==> config.mk <==
export PLATFORM = sky130hd
export DESIGN_NAME = pipe_regs
export DESIGN_NICKNAME = d
export VERILOG_FILES = /design/src/rtl/pipe_regs.sv
export SDC_FILE = /design/constraint.sdc
export NUM_CORES = 1
export LEC_CHECK = 0
export CORE_ASPECT_RATIO = 0.7
export CORE_MARGIN = 5
export CORE_UTILIZATION = 30
export DETAILED_ROUTE_END_ITERATION = 16
export PLACE_DENSITY = 0.62
export SYNTH_ARGS = -nofsm -noshare
export SYNTH_HDL_FRONTEND = slang
export SYNTH_SLANG_ARGS = --single-unit
==> constraint.sdc <==
create_clock -name clk -period 1.66 [get_ports clk]
set_clock_uncertainty 0.15 [all_clocks]
set_input_delay 0.332 -clock clk [delete_from_list [all_inputs] [get_ports clk]]
set_output_delay 0.332 -clock clk [all_outputs]
set_load 0.01 [all_outputs]
==> src/rtl/pipe_regs.sv <==
// -----------------------------------------------------------------------------
// pipe_regs
//
// Pipeline register bank for a five-stage MIPS core. It holds the PC register,
// the IF/ID and ID/EX registers, and the destination-tracking registers for
// EX/MEM and MEM/WB. It also keeps saturating stall and flush counters for
// performance measurement.
//
// Parameters
//    RESET_PC    value loaded into pcF on reset
//    CNT_W       width of the stall and flush counters
//
// Ports
//    clk         rising-edge clock
//    reset       synchronous, active-high reset; overrides every other input
//    stallF      hold the PC register
//    stallD      hold the IF/ID register (takes priority over PCSrcD)
//    FlushE      load a bubble into ID/EX
//    PCSrcD      branch/jump taken in decode; clears IF/ID when not stalled
//    pcNextF     next PC
//    instrF      fetched instruction
//    pcF         current PC
//    instrD      decode-stage instruction
//    pcPlus4D    decode-stage PC+4
//    ctrlD       {RegWrite, MemToReg, MemWrite, ALUControl[2:0], ALUSrc, RegDst}
//    dataD       {srcA, srcB, signImm}
//    regsD       {rs, rt, rd}
//    ctrlE       registered ctrlD
//    dataE       registered dataD
//    rsE/rtE/rdE registered register specifiers
//    writeRegE   combinational: RegDstE ? rdE : rtE
//    writeRegM   destination register in MEM
//    writeRegW   destination register in WB
//    RegWriteM   RegWrite tracked into MEM
//    MemToRegM   MemToReg tracked into MEM
//    RegWriteW   RegWrite tracked into WB
//    stallCount  cycles with stallF asserted (saturating)
//    flushCount  flush events (saturating)
// -----------------------------------------------------------------------------
module pipe_regs #(
   parameter logic [31:0] RESET_PC = 32'h0000_0000,
   parameter int unsigned CNT_W    = 16
) (
   input  logic             clk,
   input  logic             reset,
   input  logic             stallF,
   input  logic             stallD,
   input  logic             FlushE,
   input  logic             PCSrcD,
   input  logic [31:0]      pcNextF,
   input  logic [31:0]      instrF,
   output logic [31:0]      pcF,
   output logic [31:0]      instrD,
   output logic [31:0]      pcPlus4D,
   input  logic [7:0]       ctrlD,
   input  logic [95:0]      dataD,
   input  logic [14:0]      regsD,
   output logic [7:0]       ctrlE,
   output logic [95:0]      dataE,
   output logic [4:0]       rsE,
   output logic [4:0]       rtE,
   output logic [4:0]       rdE,
   output logic [4:0]       writeRegE,
   output logic [4:0]       writeRegM,
   output logic [4:0]       writeRegW,
   output logic             RegWriteM,
   output logic             MemToRegM,
   output logic             RegWriteW,
   output logic [CNT_W-1:0] stallCount,
   output logic [CNT_W-1:0] flushCount
);

   localparam logic [CNT_W-1:0] CNT_MAX = {CNT_W{1'b1}};
   localparam logic [CNT_W-1:0] CNT_ONE = CNT_W'(1);

   // Saturating increment: the counter sticks at all-ones instead of wrapping.
   function automatic logic [CNT_W-1:0] sat_inc(input logic [CNT_W-1:0] value);
      logic [CNT_W-1:0] result;
      if (value == CNT_MAX) begin
         result = CNT_MAX;
      end else begin
         result = value + CNT_ONE;
      end
      return result;
   endfunction

   logic        flush_if_s;     // IF/ID is actually cleared this cycle
   logic        flush_event_s;  // any flush activity this cycle (counted once)
   logic [31:0] pc_plus4_s;

   // Decode-stage flush and the combined flush event used by the counter.
   always_comb begin
      flush_if_s    = PCSrcD & ~stallD;
      flush_event_s = FlushE | flush_if_s;
      pc_plus4_s    = pcF + 32'd4;   // 32-bit wrap is intentional
   end

   // Destination register select in EX: RegDst is ctrlE[0].
   always_comb begin
      writeRegE = rtE;
      if (ctrlE[0]) begin
         writeRegE = rdE;
      end else begin
         writeRegE = rtE;
      end
   end

   // PC register.
   always_ff @(posedge clk) begin
      if (reset) begin
         pcF <= RESET_PC;
      end else if (!stallF) begin
         pcF <= pcNextF;
      end else begin
         pcF <= pcF;
      end
   end

   // IF/ID register: stall wins over a taken branch, so a stalled branch
   // keeps the decode instruction until the stall releases.
   always_ff @(posedge clk) begin
      if (reset) begin
         instrD   <= 32'd0;
         pcPlus4D <= 32'd0;
      end else if (stallD) begin
         instrD   <= instrD;
         pcPlus4D <= pcPlus4D;
      end else if (PCSrcD) begin
         instrD   <= 32'd0;
         pcPlus4D <= 32'd0;
      end else begin
         instrD   <= instrF;
         pcPlus4D <= pc_plus4_s;
      end
   end

   // ID/EX register: no stall here, a flush inserts an all-zero bubble.
   always_ff @(posedge clk) begin
      if (reset || FlushE) begin
         ctrlE <= 8'd0;
         dataE <= 96'd0;
         rsE   <= 5'd0;
         rtE   <= 5'd0;
         rdE   <= 5'd0;
      end else begin
         ctrlE <= ctrlD;
         dataE <= dataD;
         rsE   <= regsD[14:10];
         rtE   <= regsD[9:5];
         rdE   <= regsD[4:0];
      end
   end

   // EX/MEM destination tracking: ctrlE[7] is RegWrite, ctrlE[6] is MemToReg.
   always_ff @(posedge clk) begin
      if (reset) begin
         writeRegM <= 5'd0;
         RegWriteM <= 1'b0;
         MemToRegM <= 1'b0;
      end else begin
         writeRegM <= writeRegE;
         RegWriteM <= ctrlE[7];
         MemToRegM <= ctrlE[6];
      end
   end

   // MEM/WB destination tracking.
   always_ff @(posedge clk) begin
      if (reset) begin
         writeRegW <= 5'd0;
         RegWriteW <= 1'b0;
      end else begin
         writeRegW <= writeRegM;
         RegWriteW <= RegWriteM;
      end
   end

   // Stall counter: one count per cycle with stallF high.
   always_ff @(posedge clk) begin
      if (reset) begin
         stallCount <= '0;
      end else if (stallF) begin
         stallCount <= sat_inc(stallCount);
      end else begin
         stallCount <= stallCount;
      end
   end

   // Flush counter: a cycle with both an E flush and a D flush counts once.
   always_ff @(posedge clk) begin
      if (reset) begin
         flushCount <= '0;
      end else if (flush_event_s) begin
         flushCount <= sat_inc(flushCount);
      end else begin
         flushCount <= flushCount;
      end
   end

endmodule

After elaboration in Yosys (flattened, before gate mapping)
Cells that the tools add are included.
Storage, ports and cells
  register bits: 260
  input bits: 189
  output and inout port bits: 265
  logic and storage cells: 29
Cells by class
  bitwise operators: 3
  equality and inequality tests: 2
  $add $sub $neg: 3
  reductions and logical operators: 1
  multiplexer cells: 5
Operators with widths (count)
  two-way mux 32 bit: 2
  adder 16 x 1 -> 16 bit (second input constant): 2
  adder 32 x 3 -> 32 bit (second input constant): 1
  equality test 16 bit (second input constant): 2
  two-way mux 16 bit: 2
  two-way mux 5 bit: 1
  bitwise AND 1 bit: 1
  logical OR 1 bit: 1
  inverter 1 bit: 1
  bitwise OR 1 bit: 1

Longest topological paths before layout
  word-level depth: 3
  depth in mapped cells: 7

Least setup slack after synthesis
No wires, ideal clock.
  path kind: reg-to-reg
  from: register pcF[2]
  to: register pcPlus4D[14]
  slack: -81 ps
  cell stages (with the launch flop): 7
  setup time: 74 ps
  required time: 1436 ps
  data arrival time: 1517 ps
  cell sequence: dfxtp_1 -> ha_1 -> nand4_1 -> nor2_2 -> nand4_1 -> xor2_1 -> o21ai_0
On the way
  word-level cells in the longest chain between the ends: 2
RTL lines
  from (decl): line 52  | output logic [31:0] pcF,
  from (signal assigned): line 113  | pcF <= pcNextF;
  from (signal assigned): line 115  | pcF <= pcF;
  adder 32 x 3 -> 32 bit: line 95  | pc_plus4_s = pcF + 32'd4;
  two-way mux 32 bit: line 128  | end else if (PCSrcD) begin
  to (signal assigned): line 127  | pcPlus4D <= pcPlus4D;
  to (signal assigned): line 133  | pcPlus4D <= pc_plus4_s;
  to (decl): line 54  | output logic [31:0] pcPlus4D,
No other way between the ends.
A chain may end at the register's enable or synchronous reset.

Worst setup path in the final report
  from: register ctrlE[0]
  to: output writeRegE[3]
On the way
  word-level cells in the longest chain between the ends: 1
RTL lines
  from (decl): line 58  | output logic [7:0] ctrlE,
  from (signal assigned): line 146  | ctrlE <= ctrlD;
  two-way mux 5 bit: line 101  | if (ctrlE[0]) begin
  to (decl): line 63  | output logic [4:0] writeRegE,
No other way between the ends.

==> impl_metrics.tcl <==
set metrics [dict create \
    status "finished with violations" \
    failed_checks "setup timing" \
    drcViolationCount 0 \
    worstSetupEndpointType "output port" \
    grt_max_degree 75 \
    pre_cts_ws_ps -527.6 \
    cts-root-buf "clkbuf_16" \
    wl_per_cell_um 18.52 \
    path_clk_slew_ps 60 \
    wirelength_um 33460 \
    num_vias 8084 \
    syn-cell-area_um2 8832 \
    required_ps 1180 \
    fp.dieH_um 153.6 \
    dp_hpwl_um 26010 \
    post_synth.cell_area_avg_um2 10.23 \
    cp.buffers_inverters 2 \
    critical_path_class "reg -> out" \
    overflow 0 \
    layout-drive-gt1-share 0.2948 \
    via_per_inst 4.474 \
    htreeDepth 1 \
    die-area_um2 33030 \
    ys_warn_count 0 \
    final_cell_count_no_fill 1807 \
    min_from "stallD" \
    worst_slew_pin_slew_ps 397.7 \
    p_per_area_nw_per_um2 933.3 \
    gr-usage-all-layers 0.1909 \
    die-width_um 215.1 \
    routabilityCongestion 0.8562 \
    post-route-period-util 1.161 \
    startpoint_type "flip-flop" \
    finalHoldViolations 0 \
    syn-num-nets 1055 \
    cts.sinks 260 \
    hold_path_class "in -> reg" \
    setup_slack_ps -266.5 \
    worst_path_max_delay_cell "dfxtp_2" \
    grt_pass1_vias 7971 \
    slowest_delay_ps 340 \
    area_growth_pct 75.82 \
    grt_antenna_before_repair 2 \
    min_period_ps 1926 \
    arrival_ps 1440 \
    cp-startpoint "ctrlE[0]$_SDFF_PP0_" \
    slew_headroom 0.7349 \
    syn_inst 863 \
    crit_chain "buf_6 -> mux2_4 -> buf_6" \
    crit_top_cell "buf_6" \
    max_cap_violations 0 \
    yosysUniqueCellTypes 42 \
    dr.pass1.iters 5 \
    path_delay_family "flip-flops" \
    whs_path_depth 4 \
    placedCellCount 1735 \
    p_leak_nw 6.576 \
    grt_pass1_wl_um 49620 \
    floorplan.rows 52 \
    drv_slew 0 \
    boundaryPins 454 \
    worst_ir_drop_vdd_v 0.0007892 \
    reg2reg_depth 8 \
    cts_tree "built" \
    drtIter0Drc 394 \
    port-buffer-count 453 \
    cts_buffers 27 \
    max_freq_mhz 519.1 \
    setup_viol_count_final 15 \
    postRouteAntennaNets 0 \
    total_power_mw 14.49 \
    clock_path_buffers 3 \
    utilization 0.5363 \
    crit_cells 3 \
    tns_ps -1484 \
    rsz0062_at_grt "true" \
    yosysSeqAreaShare 0.5893 \
    core_area_um2 28950 \
    timing.rr.start "pcF[3]$_SDFFE_PP0N_" \
    worstPathMaxFanout 5 \
    num-nets-final 1600 \
    clkLatencyLatePin_ps 530 \
    ys_ff_latch 260 \
    start_util 0.3051 \
]
what timing repair did:
item                                    4_1_cts  5_1_grt
hold buffers                                  0        0
pin swaps                                     9       35
gates cloned                                  1        0
endpoints found under the setup margin      284      180
resized for setup                           709      186
buffers inserted                             11       13
synthesized netlist by cell type, drive strengths merged:
cell | n | area share
inv | 5 | 0.0021
dfxtp | 260 | 0.59
nor2b | 15 | 0.011
and3 | 6 | 0.0043
nand3 | 21 | 0.012
or3 | 2 | 0.0014
o21a | 1 | 0.00085
and2 | 127 | 0.090
xor2 | 32 | 0.032
nor2 | 96 | 0.041
o2111a | 1 | 0.0013
nor3b | 4 | 0.0034
a21oi | 29 | 0.016
and4 | 6 | 0.0061
nor4 | 5 | 0.0059
o21ai | 22 | 0.012
ha | 3 | 0.0043
xnor2 | 16 | 0.016
clkbuf | 37 | 0.016
buf | 9 | 0.0047
o2111ai | 2 | 0.0020
a22oi | 36 | 0.031
mux2 | 5 | 0.0064
o211ai | 1 | 0.00085
nand4 | 18 | 0.015
nor3 | 13 | 0.0092
mux2i | 32 | 0.036
a211oi | 7 | 0.0059
a31oi | 4 | 0.0028
nand2 | 46 | 0.020
and2b | 1 | 0.00085
or2 | 1 | 0.00071
cell type report:
cell class | instances | area [µm²]
fillers | 2623 | 13420
clock inverters | 9 | 128.9
multi-input cells | 552 | 3641
well taps | 378 | 473.0
flip-flops and latches | 260 | 5343
inverters | 5 | 18.77
clock buffers | 40 | 804.5
repair buffers | 562 | 5117
diodes | 1 | 2.502
path summary, 6_finish.rpt:
path                                    end  slack (ps)
hold reg to reg   pcPlus4D[27]$_SDFFE_PP0N_         300
hold / removal      instrD[30]$_SDFFE_PP0N_          70
setup reg to reg  pcPlus4D[20]$_SDFFE_PP0N_         -50
setup / recovery               writeRegE[3]        -270
through the flow:
| step | hold slack, ps | instance area (µm²) |
|---|---|---|
| 3_3_place_gp | 283.7 | 14410 |
| 5_1_grt | 69.99 | 15530 |
| 3_5_place_dp | 292.5 | 14410 |
| 6_report | 66.20 | 15530 |
| 4_1_cts | 29.89 | 15530 |
| 2_1_floorplan | 303.7 | 8846 |
registers in the layout, summed over array words and instances (netlist names), 8 cells and up:
register,cells
flushCount,16
stallCount,16
ctrlE,8
pcPlus4D,32
dataE,96
instrD,32
pcF,32
power by group:
group	internal, mW	switching, mW	total (mW)
Sequential	6.45	0.124	6.58
Clock	3.81	2.49	6.30
Combinational	0.953	0.667	1.62
Total	11.2	3.28	14.5
kinds of logic after synthesis:
family,after synthesis,synth area share
buf+inv,51,0.02252
fa+ha+maj,3,0.004250
simple gates,361,0.2204
flops,260,0.5893
mux,37,0.04264
compound gates,103,0.07324
xor+xnor,48,0.04760
tightest hold or removal path, cell delays in order:
cell and delay (ps):
buf_2 80, buf_4 140, a21oi_1 80, nor2_1 80
routing by layer:
metal,part of all wire,GRT usage,vias up,wire length [µm]
met4,0.023,0.04904,2,768
li1,-,-,3991,-
met5,0.00039,0,-,13
met3,0.082,0.06938,39,2740
met2,0.47,0.3183,281,15870
met1,0.42,0.2364,3771,14070
placed cells by master (no fill, tap or decap), drive strengths merged, types with 15 or more instances in the layout:
cell type / netlist / final
dfxtp: 260 / 260
mux2i: 32 / 32
nor2b: 15 / 15
and2: 127 / 127
a21oi: 29 / 29
nand4: 18 / 18
nand2: 46 / 46
a22oi: 36 / 36
nand3: 21 / 21
nor2: 96 / 96
xor2: 32 / 32
clkdlybuf4s15: 0 / 113
dlygate4sd2: 0 / 46
buf: 9 / 175
xnor2: 16 / 16
clkdlybuf4s50: 0 / 185
o21ai: 22 / 22
clkbuf: 37 / 83
Power figures use the tool's default switching activity.
